[src/rtl/serdesphy_tx_serializer.sv]
// Parallel-to-serial TX serializer with data / idle / PRBS7 word sources.
// Optional feature macro: SERDESPHY_TX_PRBS_EN enables the PRBS7 generator
// (mode 2'b10). Without it no LFSR exists and mode 2'b10 sends IDLE_WORD.
// Shift register holds the word with the first bit to send at the MSB.
// The underrun pulse is registered and coincides with the first bit of the
// substituted idle word.
module serdesphy_tx_serializer #(
  parameter int unsigned       DATA_W    = 8,
  parameter int unsigned       LSB_FIRST = 0,
  parameter logic [DATA_W-1:0] IDLE_WORD = DATA_W'({9{2'b10}} >> (18 - DATA_W))
) (
  input  logic              clk,
  input  logic              rst,
  input  logic              tx_en,
  input  logic [1:0]        mode,
  input  logic [DATA_W-1:0] tx_data,
  input  logic              tx_valid,
  output logic              tx_ready,
  output logic              txp,
  output logic              txn,
  output logic              word_start,
  output logic              underrun
);

  localparam int unsigned       CNT_W     = $clog2(DATA_W);
  localparam logic [CNT_W-1:0]  CNT_MAX   = CNT_W'(DATA_W - 1);
  localparam logic [1:0]        MODE_DATA = 2'b00;

  typedef enum logic {ST_OFF = 1'b0, ST_RUN = 1'b1} state_t;

  state_t              r_state;
  logic [CNT_W-1:0]    r_cnt;
  logic [DATA_W-1:0]   r_sh;
  logic                r_txp;
  logic                r_txn;
  logic                r_word_start;
  logic                r_underrun;

  logic                w_boundary;
  logic [DATA_W-1:0]   w_load;
  logic                w_underrun;

  // Put the first bit to transmit at the MSB according to LSB_FIRST
  function automatic logic [DATA_W-1:0] f_order(input logic [DATA_W-1:0] x);
    logic [DATA_W-1:0] y;
    y = x;
    if (LSB_FIRST != 0) begin
      for (int i = 0; i < int'(DATA_W); i++) y[i] = x[DATA_W-1-i];
    end
    return y;
  endfunction

`ifdef SERDESPHY_TX_PRBS_EN
  localparam logic [1:0] MODE_PRBS = 2'b10;
  localparam logic [6:0] PRBS_SEED = 7'h7F;

  logic [6:0]          r_lfsr;
  logic [6:0]          w_lfsr_next;
  logic [DATA_W-1:0]   w_prbs_word;

  // Unroll DATA_W LFSR steps; first generated bit lands at the MSB
  always_comb begin
    w_lfsr_next = r_lfsr;
    w_prbs_word = '0;
    for (int i = int'(DATA_W) - 1; i >= 0; i--) begin
      w_prbs_word[i] = w_lfsr_next[6];
      w_lfsr_next    = {w_lfsr_next[5:0], w_lfsr_next[6] ^ w_lfsr_next[5]};
    end
  end

  // LFSR sits at seed while off, advances one word per PRBS boundary
  always_ff @(posedge clk) begin
    if (rst || !tx_en) begin
      r_lfsr <= PRBS_SEED;
    end else if (w_boundary && (mode == MODE_PRBS)) begin
      r_lfsr <= w_lfsr_next;
    end
  end
`endif

  assign w_boundary = tx_en & (r_cnt == CNT_MAX);
  assign tx_ready   = ~rst & w_boundary & (mode == MODE_DATA);

  // Select the word to load at the next boundary
  always_comb begin
    w_load     = f_order(IDLE_WORD);
    w_underrun = 1'b0;
    case (mode)
      MODE_DATA: begin
        if (tx_valid) w_load = f_order(tx_data);
        else          w_underrun = 1'b1;
      end
`ifdef SERDESPHY_TX_PRBS_EN
      MODE_PRBS: w_load = w_prbs_word;
`endif
      default: ;
    endcase
  end

  // OFF/RUN FSM with bit counter, shift register and registered outputs
  always_ff @(posedge clk) begin
    if (rst || !tx_en) begin
      r_state      <= ST_OFF;
      r_cnt        <= CNT_MAX;
      r_sh         <= '0;
      r_txp        <= 1'b0;
      r_txn        <= 1'b0;
      r_word_start <= 1'b0;
      r_underrun   <= 1'b0;
    end else if (w_boundary) begin
      r_state      <= ST_RUN;
      r_cnt        <= '0;
      r_txp        <= w_load[DATA_W-1];
      r_txn        <= ~w_load[DATA_W-1];
      r_sh         <= w_load << 1;
      r_word_start <= 1'b1;
      r_underrun   <= w_underrun;
    end else if (r_state == ST_RUN) begin
      r_cnt        <= r_cnt + CNT_W'(1);
      r_txp        <= r_sh[DATA_W-1];
      r_txn        <= ~r_sh[DATA_W-1];
      r_sh         <= r_sh << 1;
      r_word_start <= 1'b0;
      r_underrun   <= 1'b0;
    end
  end

  assign txp        = r_txp;
  assign txn        = r_txn;
  assign word_start = r_word_start;
  assign underrun   = r_underrun;

endmodule

[config.mk]
export PLATFORM = sky130hd
export DESIGN_NAME = serdesphy_tx_serializer
export DESIGN_NICKNAME = d
export VERILOG_FILES = /design/src/rtl/serdesphy_tx_serializer.sv
export SDC_FILE = /design/constraint.sdc
export NUM_CORES = 1
export LEC_CHECK = 0
export BUFFER_PORTS_ARGS = -buffer_cell sky130_fd_sc_hd__buf_2
export CORE_MARGIN = 4
export CORE_UTILIZATION = 48
export CTS_CLUSTER_DIAMETER = 80
export DETAILED_ROUTE_END_ITERATION = 6
export MAX_ROUTING_LAYER = met4
export PLACE_DENSITY = 0.75
export SYNTH_ARGS = -nofsm -noshare
export SYNTH_HDL_FRONTEND = slang
export SYNTH_SLANG_ARGS = --single-unit
[constraint.sdc]
create_clock -name clk -period 1.7 [get_ports clk]
set_input_delay 0.255 -clock clk [delete_from_list [all_inputs] [get_ports clk]]
set_output_delay 0.255 -clock clk [all_outputs]
set_load 0.01 [all_outputs]
### Word-level counts from Yosys, hierarchy flattened

Cells that the tools add are included.

| storage, ports and cells | value |
|---|---|
| output and inout bits | 5 |
| bits in latches | 0 |
| input bits | 14 |
| bits in writable memories | 0 |
| flip-flop bits (word level) | 15 |
| bits in read-only memories | 0 |
| memories | 0 |

| operators by class | value |
|---|---|
| reductions and logical operators | 4 |
| multiply operators | 0 |
| magnitude comparators | 0 |
| add/subtract/negate cells | 1 |
| divide/modulo/power cells | 0 |
| muxes and demuxes | 15 |
| equal/unequal tests | 1 |
| bitwise gates (word level) | 6 |
| shift operators | 0 |

Operators by type and width:

| cell | count |
|---|---|
| $mux W8 | 4 |
| $mux W1 | 9 |
| $mux W3 | 2 |
| $add A3 B1 Y3 const B | 1 |
| $and A1 B1 Y1 | 3 |
| $eq A3 B3 Y1 const B | 1 |
| $not A1 Y1 | 3 |
| $logic_not A2 Y1 | 1 |
| $reduce_bool A2 Y1 | 1 |
| $logic_not A1 Y1 | 1 |
| $logic_or A1 B1 Y1 | 1 |

### Longest topological paths before layout

Gate-level depths: netlist (run 1).

| depth | value |
|---|---|
| depth after elaboration | 4 |
| gate-level depth with buffers | 6 |
| mapped depth without buffers | 5 |

### Worst setup path after synthesis (run 1)

No wires, ideal clock.

| timing | value |
|---|---|
| path type | register -> register |
| start | register r_cnt[0] |
| end | register r_txp, in the netlist txp |
| setup slack | 0.301 ns |
| arrival | 1.280 ns |
| cell stages (with the launch flop) | 6 |
| setup time | 0.119 ns |
| buffers on the path | 0 |
| path through | dfxtp_1 -> ha_1 -> ha_1 -> nand4bb_4 -> or2_4 -> o221a_1 |

| on the way | value |
|---|---|
| longest elaborated chain between the ends | 3 |

Ends and longest elaborated chain:

| what | line | RTL |
|---|---|---|
| from (decl) | 32 | `logic [CNT_W-1:0] r_cnt;` |
| from (signal assigned) | 119 | `r_cnt <= r_cnt + CNT_W'(1);` |
| $eq A3 B3 Y1 (*) | 81 | `assign w_boundary = tx_en & (r_cnt == CNT_MAX);` |
| $and A1 B1 Y1 (*) | 81 |  |
| $mux W1 / $reduce_bool A2 Y1 (equally long branches) | -- |  |
| to (signal assigned) | 113 | `r_txp <= w_load[DATA_W-1];` |
| to (signal assigned) | 120 | `r_txp <= r_sh[DATA_W-1];` |
| to (decl) | 34 | `logic r_txp;` |

Every way passes the cells marked *; elsewhere a longest branch is shown, timed or not.
A chain may end at the register's enable or synchronous reset.

### Final worst setup path (run 1)

| timing | value |
|---|---|
| start | register r_cnt[0] |
| end | output tx_ready |

| on the way | value |
|---|---|
| longest elaborated chain between the ends | 4 |

Ends and longest elaborated chain:

| what | line | RTL |
|---|---|---|
| $eq A3 B3 Y1 | 81 |  |
| $and A1 B1 Y1 | 81 |  |
| $and A1 B1 Y1 (2 in a row) | 82 | `assign tx_ready = ~rst & w_boundary & (mode == MODE_DATA);` |
| to (decl) | 18 | `output logic tx_ready,` |

Every way passes these cells.

==> qor.json, run 1 <==
{
  "setup_viol_count_final": {"value": 0},
  "postSynthAreaPerCell": {"value": 10.8, "unit": "um^2"},
  "first_pass_iteration_count_of_the_detailed_router": {"value": 2},
  "finalCriticalPeriod": {"value": 1.57, "unit": "ns"},
  "relative_slew_slack": {"value": 0.710},
  "drt_iter0_drc": {"value": 3},
  "timing.hold.worst.class": {"value": "in -> reg"},
  "setup_tns": {"value": 0, "unit": "ns"},
  "layout.cell_area.non_filler": {"value": 822, "unit": "um^2"},
  "numPortBuffers": {"value": 18},
  "netlist_area": {"value": 667, "unit": "um^2"},
  "io_pins": {"value": 19},
  "global_route.overflow_total": {"value": 0},
  "r2r_end": {"value": "txn"},
  "placement.cell_area": {"value": 782, "unit": "um^2"},
  "synth_compound_area_frac": {"value": 0.195},
  "syn_to_final_growth": {"value": 23.3, "unit": "%"},
  "floorplan.die_area": {"value": 2050, "unit": "um^2"},
  "max_freq": {"value": 0.637, "unit": "GHz"},
  "nNetsFinal": {"value": 101},
  "power.density": {"value": 895, "unit": "nW/um^2"},
  "clk_path_buf_depth": {"value": 2},
  "simple_gate_portion_of_the_synthesized_area": {"value": 0.152},
  "critical_path_arrival": {"value": 1.32, "unit": "ns"},
  "htree_levels": {"value": 1},
  "clk_pin_slew_worst_paths": {"value": 0.09, "unit": "ns"},
  "vdd_ir_drop_max": {"value": 0.469, "unit": "mV"},
  "synth.area.mux_share": {"value": 0.111},
  "critical_path.max_fanout": {"value": 4},
  "synth_instances": {"value": 62},
  "final_period_utilization": {"value": 0.924},
  "run_status": {"value": "finished, final reports clean"},
  "total_clock_sinks": {"value": 15},
  "ratio_of_routed_vias_to_standard_cells": {"value": 5.39},
  "std_cell_rows": {"value": 13},
  "coreArea": {"value": 1300, "unit": "um^2"},
  "hold_viol_final": {"value": 0},
  "routabilityCongestion": {"value": 0.752},
  "dp.final_hpwl": {"value": 1170, "unit": "um"},
  "r2r.worst_path.cells": {"value": 6},
  "cts_made_buffers": {"value": 3},
  "grt_setup_unrepaired": {"value": "no"},
  "grt_pass1_wl": {"value": 2380, "unit": "um"},
  "combinational_family_with_the_most_area_after_synthesis": {"value": "compound AO/OA/AOI/OAI gates"},
  "floorplan.die.width": {"value": 45.3, "unit": "um"},
  "clkLatencyLatePin": {"value": 0.27, "unit": "ns"},
  "number_of_antenna_violations_at_the_first_check_in_global_routing": {"value": 0},
  "yosys.area_share.xor_xnor": {"value": 0.0131},
  "fin_skew": {"value": 0.00380, "unit": "ns"},
  "hold_buffers": {"value": 0},
  "totalWireLength": {"value": 1490, "unit": "um"},
  "synth_seq_area_share": {"value": 0.450},
  "cts_resized": {"value": 0},
  "cap_violations": {"value": 0},
  "first_global_vias": {"value": 559},
  "worstSetupEndpoint": {"value": "tx_ready"},
  "ant_nets": {"value": 0},
  "globalRouteTotalUtil": {"value": 0.172},
  "yosys.area_share.adder": {"value": 0.0375},
  "critPathCaptureType": {"value": "output port"},
  "drt-wirelength-per-cell": {"value": 15.0, "unit": "um"},
  "cts_tree": {"value": "done"},
  "cts_post_setup_buffers_inserted": {"value": 0},
  "crit-reg2reg-launch": {"value": "r_cnt[0]"},
  "timing.setup.critical_path_class": {"value": "reg -> out"},
  "synth_nets": {"value": 78},
  "synth_seq_cells": {"value": 15},
  "worst_setup_path_start_kind": {"value": "register"},
  "total_leakage_power": {"value": 0.000341, "unit": "uW"},
  "die-height": {"value": 45.3, "unit": "um"},
  "number_of_diodes_added_for_antenna_fixing": {"value": 0},
  "clock_tree.root_cell": {"value": "clkbuf_4"},
  "rrSetupSlack": {"value": 0.19, "unit": "ns"},
  "yosysWarnings": {"value": 0},
  "routed-via-count": {"value": 534},
  "post-route-drc-count": {"value": 0},
  "yosysUniqueCellTypes": {"value": 27},
  "drive_gt1_frac": {"value": 0.369},
  "floorplan.initialDensity": {"value": 0.513},
  "worstPathRequired": {"value": 1.44, "unit": "ns"},
  "worst_slew_pin_slew": {"value": 0.435, "unit": "ns"},
  "grt_start_max_net_pins": {"value": 12},
  "critPathLaunch": {"value": "r_cnt[0]"},
  "count_of_pins_over_their_slew_limit": {"value": 0}
}
-- routing by layer --
layer,global-route usage,part of all wire,vias up
met5,-,0,-
met4,0.0877,0.0067,0
met3,0.0359,0.038,2
met2,0.291,0.51,11
met1,0.187,0.44,246
li1,-,-,275
-- final cells by class --
type | instances | area (um^2)
sequential | 15 | 302
tap | 15 | 18.8
multi-input combinational | 41 | 352
fill | 112 | 479
timing repair buffer | 21 | 113
clock buffer | 4 | 26.3
inverter | 3 | 11.3
-- worst max-delay path, cell delays in order, from the launching register on --
cell	delay (ns)
dfxtp_2	0.35
ha_1	0.18
ha_4	0.15
nand4bb_4	0.12
nor2_1	0.10
buf_2	0.13
-- state kept, by name (all words and copies together) (netlist names) --
name / cells
r_cnt: 3
r_sh: 7
r_state: 1
txn: 1
txp: 1
underrun: 1
word_start: 1
-- Yosys cell counts --
master     instances  area, um^2
nand3_1            1        5.00
buf_4              1        7.51
o221a_1            4        45.0
a32o_1             1        10.0
mux2_2             3        33.8
xnor2_1            1        8.76
o211ai_1           1        7.51
o2bb2ai_1          3        26.3
o21ai_0            4        20.0
nor2_1             5        18.8
a2bb2oi_1          1        8.76
a21oi_1            1        5.00
ha_1               2        25.0
nand2_1            2        7.51
or2b_1             1        7.51
and2b_1            1        7.51
nand4bb_4          1        27.5
nand2b_1           1        6.26
buf_2              1        5.00
mux2i_1            4        40.0
dfxtp_1           15         300
or2_4              1        8.76
inv_1              3        11.3
nor3b_1            1        7.51
clkbuf_1           1        3.75
nor3_1             1        5.00
o31ai_1            1        7.51
-- per-stage QoR --
stage	power [uW]	instances	hold slack (ns)	setup slack, ns	utilization
6_report	735	99	0.174	0.130	0.632
2_1_floorplan	485	62	0.355	0.301	-
3_3_place_gp	529	95	0.460	0.169	0.601
4_1_cts	735	99	0.164	0.0501	0.621
3_5_place_dp	536	95	0.464	0.178	0.601
5_1_grt	776	99	0.163	0.0351	0.632
-- power breakdown --
group	switching, uW	total (uW)	internal [uW]
sequential	19.6	393	373
clock	106	197	90.9
combinational	69.8	145	75.6
-- cells in the final DEF, fill, tap and decap left out, drive strengths merged --
cell	count
or2	1
clkbuf	4
nand4bb	1
buf	21
xnor2	1
mux2i	4
o211ai	1
nand2	2
a21oi	1
mux2	3
o2bb2ai	3
o31ai	1
nor2	5
dfxtp	15
nor3	1
nand2b	1
inv	3
ha	2
nand3	1
and2b	1
a2bb2oi	1
o21ai	4
or2b	1
o221a	4
nor3b	1
a32o	1
-- cells by family (layout without fill, tap and decap cells) --
kind of cell / after synthesis / count (layout)
AO/OA/AOI/OAI: 16 / 16
flip-flops: 15 / 15
AND/OR/NAND/NOR: 15 / 15
multiplexers: 7 / 7
buffers and inverters: 6 / 28
adder cells (fa/ha/maj): 2 / 2
XOR/XNOR: 1 / 1
-- how the worst min path moves through the flow --
| stage | slack (ns) | startpoint | cells after the start | to |
|---|---|---|---|---|
| after global placement | 0.46 | tx_data[6] | 2 | r_sh[7] |
| after detailed placement | 0.46 | tx_data[6] | 2 | r_sh[7] |
| final | 0.17 | tx_data[7] | 2 | txn |
| after global routing | 0.16 | tx_data[7] | 2 | txn |
| after CTS | 0.16 | tx_data[7] | 2 | txn |
| after floorplan | 0.36 | tx_data[7] | 1 | txn |
No activity file was read; power rests on OpenSTA's default activity.
==> run 2, diff against run 1 <==
--- a/config.mk
+++ b/config.mk
@@ -12,6 +12,7 @@
 export DETAILED_ROUTE_END_ITERATION = 6
 export MAX_ROUTING_LAYER = met4
 export PLACE_DENSITY = 0.75
+export RECOVER_POWER = 25
 export SYNTH_ARGS = -nofsm -noshare
 export SYNTH_HDL_FRONTEND = slang
 export SYNTH_SLANG_ARGS = --single-unit
==> run 2 against run 1 <==
Clock power barely moved. Sequential share of layout area grew 0.22 points. Clock-buffer cell count did not move. Via count rose by 0.19%. Worst hold slack hardly changed. Clock skew is essentially flat. Sequential power is essentially flat. Largest cell class unchanged. Setup slack about the same. Combinational power barely moved. Core utilization down 0.38 points. Critical path type unchanged.
==> qor.json, run 2 (synthesized netlist as in run 1, its figures left out) <==
{
  "std_cell_rows": {"value": 13, "change": "unchanged"},
  "grt.met2_usage": {"value": 0.291, "change": "unchanged"},
  "run_status": {"value": "finished, final reports clean", "change": "unchanged"},
  "timing.critical_path.cells": {"value": "ha_1 > ha_4 > nand4bb_4 > nor2_1 > buf_2", "change": "unchanged"},
  "drive_gt1_frac": {"value": 0.321, "change": "was 0.369"},
  "global_route.usage.met3": {"value": 0.0359, "change": "unchanged"},
  "worst_slew_pin_slew": {"value": 0.437, "unit": "ns", "change": "was 0.435 ns"},
  "ant_nets": {"value": 0, "change": "unchanged"},
  "critPathCaptureType": {"value": "output port", "change": "unchanged"},
  "first_pass_iteration_count_of_the_detailed_router": {"value": 4, "change": "was 2"},
  "min-delay-start": {"value": "tx_data[7]", "change": "unchanged"},
  "grt_setup_unrepaired": {"value": "no", "change": "unchanged"},
  "worst_setup_path_start_kind": {"value": "register", "change": "unchanged"},
  "r2r.worst_path.cells": {"value": 6, "change": "unchanged"},
  "crit-reg2reg-launch": {"value": "r_cnt[0]", "change": "unchanged"},
  "worstPathRequired": {"value": 1.44, "unit": "ns", "change": "about the same"},
  "critical_path.max_fanout": {"value": 4, "change": "unchanged"},
  "cap_violations": {"value": 0, "change": "unchanged"},
  "drt_iter0_drc": {"value": 3, "change": "unchanged"},
  "switching_power": {"value": 196, "unit": "uW", "change": "about the same"},
  "coreArea": {"value": 1300, "unit": "um^2", "change": "unchanged"},
  "rrSetupSlack": {"value": 0.19, "unit": "ns", "change": "about the same"},
  "grt_pass1_wl": {"value": 2380, "unit": "um", "change": "unchanged"},
  "total_leakage_power": {"value": 0.000325, "unit": "uW", "change": "was 0.000341 uW"},
  "hold_ep": {"value": "txn", "change": "unchanged"},
  "routed-via-count": {"value": 535, "change": "was 534"},
  "number_of_diodes_added_for_antenna_fixing": {"value": 0, "change": "unchanged"},
  "clock_tree.root_cell": {"value": "clkbuf_4", "change": "unchanged"},
  "place_ws": {"value": 0.178, "unit": "ns", "change": "unchanged"},
  "relative_slew_slack": {"value": 0.708, "change": "was 0.710"},
  "floorplan.initialDensity": {"value": 0.513, "change": "unchanged"},
  "global_route.overflow_total": {"value": 0, "change": "unchanged"},
  "largest_registers": {"value": "r_sh x7, r_cnt x3", "change": "unchanged"},
  "largest_reg_flops": {"value": 7, "change": "unchanged"},
  "hold_viol_final": {"value": 0, "change": "unchanged"},
  "worst_path_largest_cell_delay": {"value": 0.35, "unit": "ns", "change": "about the same"},
  "htree_levels": {"value": 1, "change": "unchanged"},
  "worst-path-buf-inv": {"value": 1, "change": "unchanged"},
  "cts_made_buffers": {"value": 3, "change": "unchanged"},
  "grt_most_used_layer": {"value": "met2", "change": "unchanged"},
  "die-height": {"value": 45.3, "unit": "um", "change": "unchanged"},
  "totalWireLength": {"value": 1490, "unit": "um", "change": "about the same"},
  "timing.setup.critical_path_class": {"value": "reg -> out", "change": "unchanged"},
  "grt_start_max_net_pins": {"value": 12, "change": "unchanged"},
  "power.share.clock": {"value": 0.269, "change": "was 0.268"},
  "fin_skew": {"value": 0.00390, "unit": "ns", "change": "was 0.00380 ns"},
  "final_period_utilization": {"value": 0.924, "change": "about the same"},
  "cpMaxStageDelayCell": {"value": "dfxtp_2", "change": "unchanged"},
  "net_switching_fraction_of_the_power": {"value": 0.267, "change": "was 0.266"},
  "globalRouteTotalUtil": {"value": 0.172, "change": "unchanged"},
  "critical_path_arrival": {"value": 1.32, "unit": "ns", "change": "about the same"},
  "cts_tree": {"value": "done", "change": "unchanged"},
  "number_of_antenna_violations_at_the_first_check_in_global_routing": {"value": 0, "change": "unchanged"},
  "post-route-drc-count": {"value": 0, "change": "unchanged"},
  "dp.final_hpwl": {"value": 1170, "unit": "um", "change": "unchanged"},
  "r2r_end": {"value": "txn", "change": "unchanged"},
  "post-route-worst-setup-slack": {"value": 0.130, "unit": "ns", "change": "about the same"},
  "most-common-layout-cells": {"value": "14 x buf_2, 14 x dfxtp_1, 5 x nor2_1, 5 x clkbuf_1", "change": "was 18 x buf_2, 14 x dfxtp_1, 5 x nor2_1"},
  "clk_pin_slew_worst_paths": {"value": 0.09, "unit": "ns", "change": "about the same"},
  "internal_power": {"value": 539, "unit": "uW", "change": "was 540 uW"},
  "routabilityCongestion": {"value": 0.752, "change": "unchanged"},
  "setup_tns": {"value": 0, "unit": "ns", "change": "unchanged"},
  "timing.hold.worst.class": {"value": "in -> reg", "change": "unchanged"},
  "drt-wirelength-per-cell": {"value": 15.1, "unit": "um", "change": "was 15.0 um"},
  "setup_viol_count_final": {"value": 0, "change": "unchanged"},
  "crit_cells": {"value": 5, "change": "unchanged"},
  "cts_post_setup_buffers_inserted": {"value": 0, "change": "unchanged"},
  "numPortBuffers": {"value": 18, "change": "unchanged"},
  "pwr-share-seq": {"value": 0.535, "change": "was 0.534"},
  "power_frac_comb": {"value": 0.196, "change": "was 0.198"},
  "critical-path-top-delay-family": {"value": "flip-flops", "change": "unchanged"},
  "met1_usage": {"value": 0.187, "change": "unchanged"},
  "clk_path_buf_depth": {"value": 2, "change": "unchanged"},
  "ratio_of_routed_vias_to_standard_cells": {"value": 5.40, "change": "was 5.39"},
  "count_of_pins_over_their_slew_limit": {"value": 0, "change": "unchanged"},
  "nNetsFinal": {"value": 101, "change": "unchanged"},
  "total_clock_sinks": {"value": 15, "change": "unchanged"},
  "timing.hold.ws": {"value": 0.174, "unit": "ns", "change": "about the same"},
  "finalCriticalPeriod": {"value": 1.57, "unit": "ns", "change": "about the same"},
  "fillCellCount": {"value": 114, "change": "was 112"},
  "syn_to_final_growth": {"value": 22.5, "unit": "%", "change": "was 23.3%"},
  "vdd_ir_drop_max": {"value": 0.467, "unit": "mV", "change": "was 0.469 mV"},
  "power.density": {"value": 899, "unit": "nW/um^2", "change": "was 895 nW/um^2"},
  "first_global_vias": {"value": 559, "change": "unchanged"},
  "floorplan.die_area": {"value": 2050, "unit": "um^2", "change": "unchanged"},
  "hold_depth": {"value": 2, "change": "unchanged"},
  "io_pins": {"value": 19, "change": "unchanged"},
  "clkLatencyLatePin": {"value": 0.27, "unit": "ns", "change": "about the same"},
  "max_freq": {"value": 0.637, "unit": "GHz", "change": "about the same"},
  "register_name_with_the_most_flops": {"value": "r_sh", "change": "unchanged"},
  "floorplan.die.width": {"value": 45.3, "unit": "um", "change": "unchanged"}
}
-- run 2: cell count changes in the layout (fill, tap and decap cells not counted), sizes merged --
cell,change
buf,-4
clkbuf,+4
-- run 2: how the worst max path moves through the flow --
stage | start | endpoint | slack [ns]
global placement | r_cnt[0] | txn | 0.17
finish | r_cnt[0] | tx_ready | 0.13
global route | r_cnt[0] | tx_ready | 0.04
floorplan | r_cnt[0] | txp | 0.30
detailed placement | r_cnt[0] | txn | 0.18
CTS | r_cnt[0] | tx_ready | 0.05
-- run 2: power groups by stage --
stage,Clock (uW),Combinational [uW],Sequential (uW)
floorplan,0,90.6,394
global placement,0,131,398
detailed placement,0,136,400
CTS,206,137,392
global route,219,159,396
finish,197,144,393
-- run 2: cell type report --
class	count	area [um^2]	share of cell area
multi-input combinational	41	352	0.430
timing repair buffer	21	108	0.132
sequential	15	302	0.369
inverter	3	11.3	0.0138
clock buffer	4	26.3	0.0322
tap	15	18.8	0.0230
-- run 2: routing by layer --
layer  wire, um  part of all wire
met1        657              0.44
met3         63             0.042
met2        760              0.51
met5          0                 0
met4         10            0.0067
-- run 2: timing repair --
| item | CTS | global route |
|---|---|---|
| gates resized for setup | 0 | 3 |
| setup endpoints to repair | 0 | 1 |
| hold buffers | 0 | 0 |
-- run 2: per-stage QoR --
| stage | utilization | power [uW] | instance area, um^2 | cells |
|---|---|---|---|---|
| 6_report | 0.628 | 735 | 817 | 99 |
| 5_1_grt | 0.628 | 774 | 817 | 99 |
| 4_1_cts | 0.621 | 735 | 808 | 99 |
| 3_5_place_dp | 0.601 | 536 | 782 | 95 |
| 3_3_place_gp | 0.601 | 529 | 782 | 95 |
| 2_1_floorplan | - | 485 | 667 | 62 |
-- run 2: worst register-to-register path, cell delays in order, from the launching register on --
cell and delay, ns:
dfxtp_2 0.34, ha_1 0.22, ha_4 0.18, buf_4 0.16, nor3b_1 0.30, o211ai_1 0.15
o31ai_1 0.08
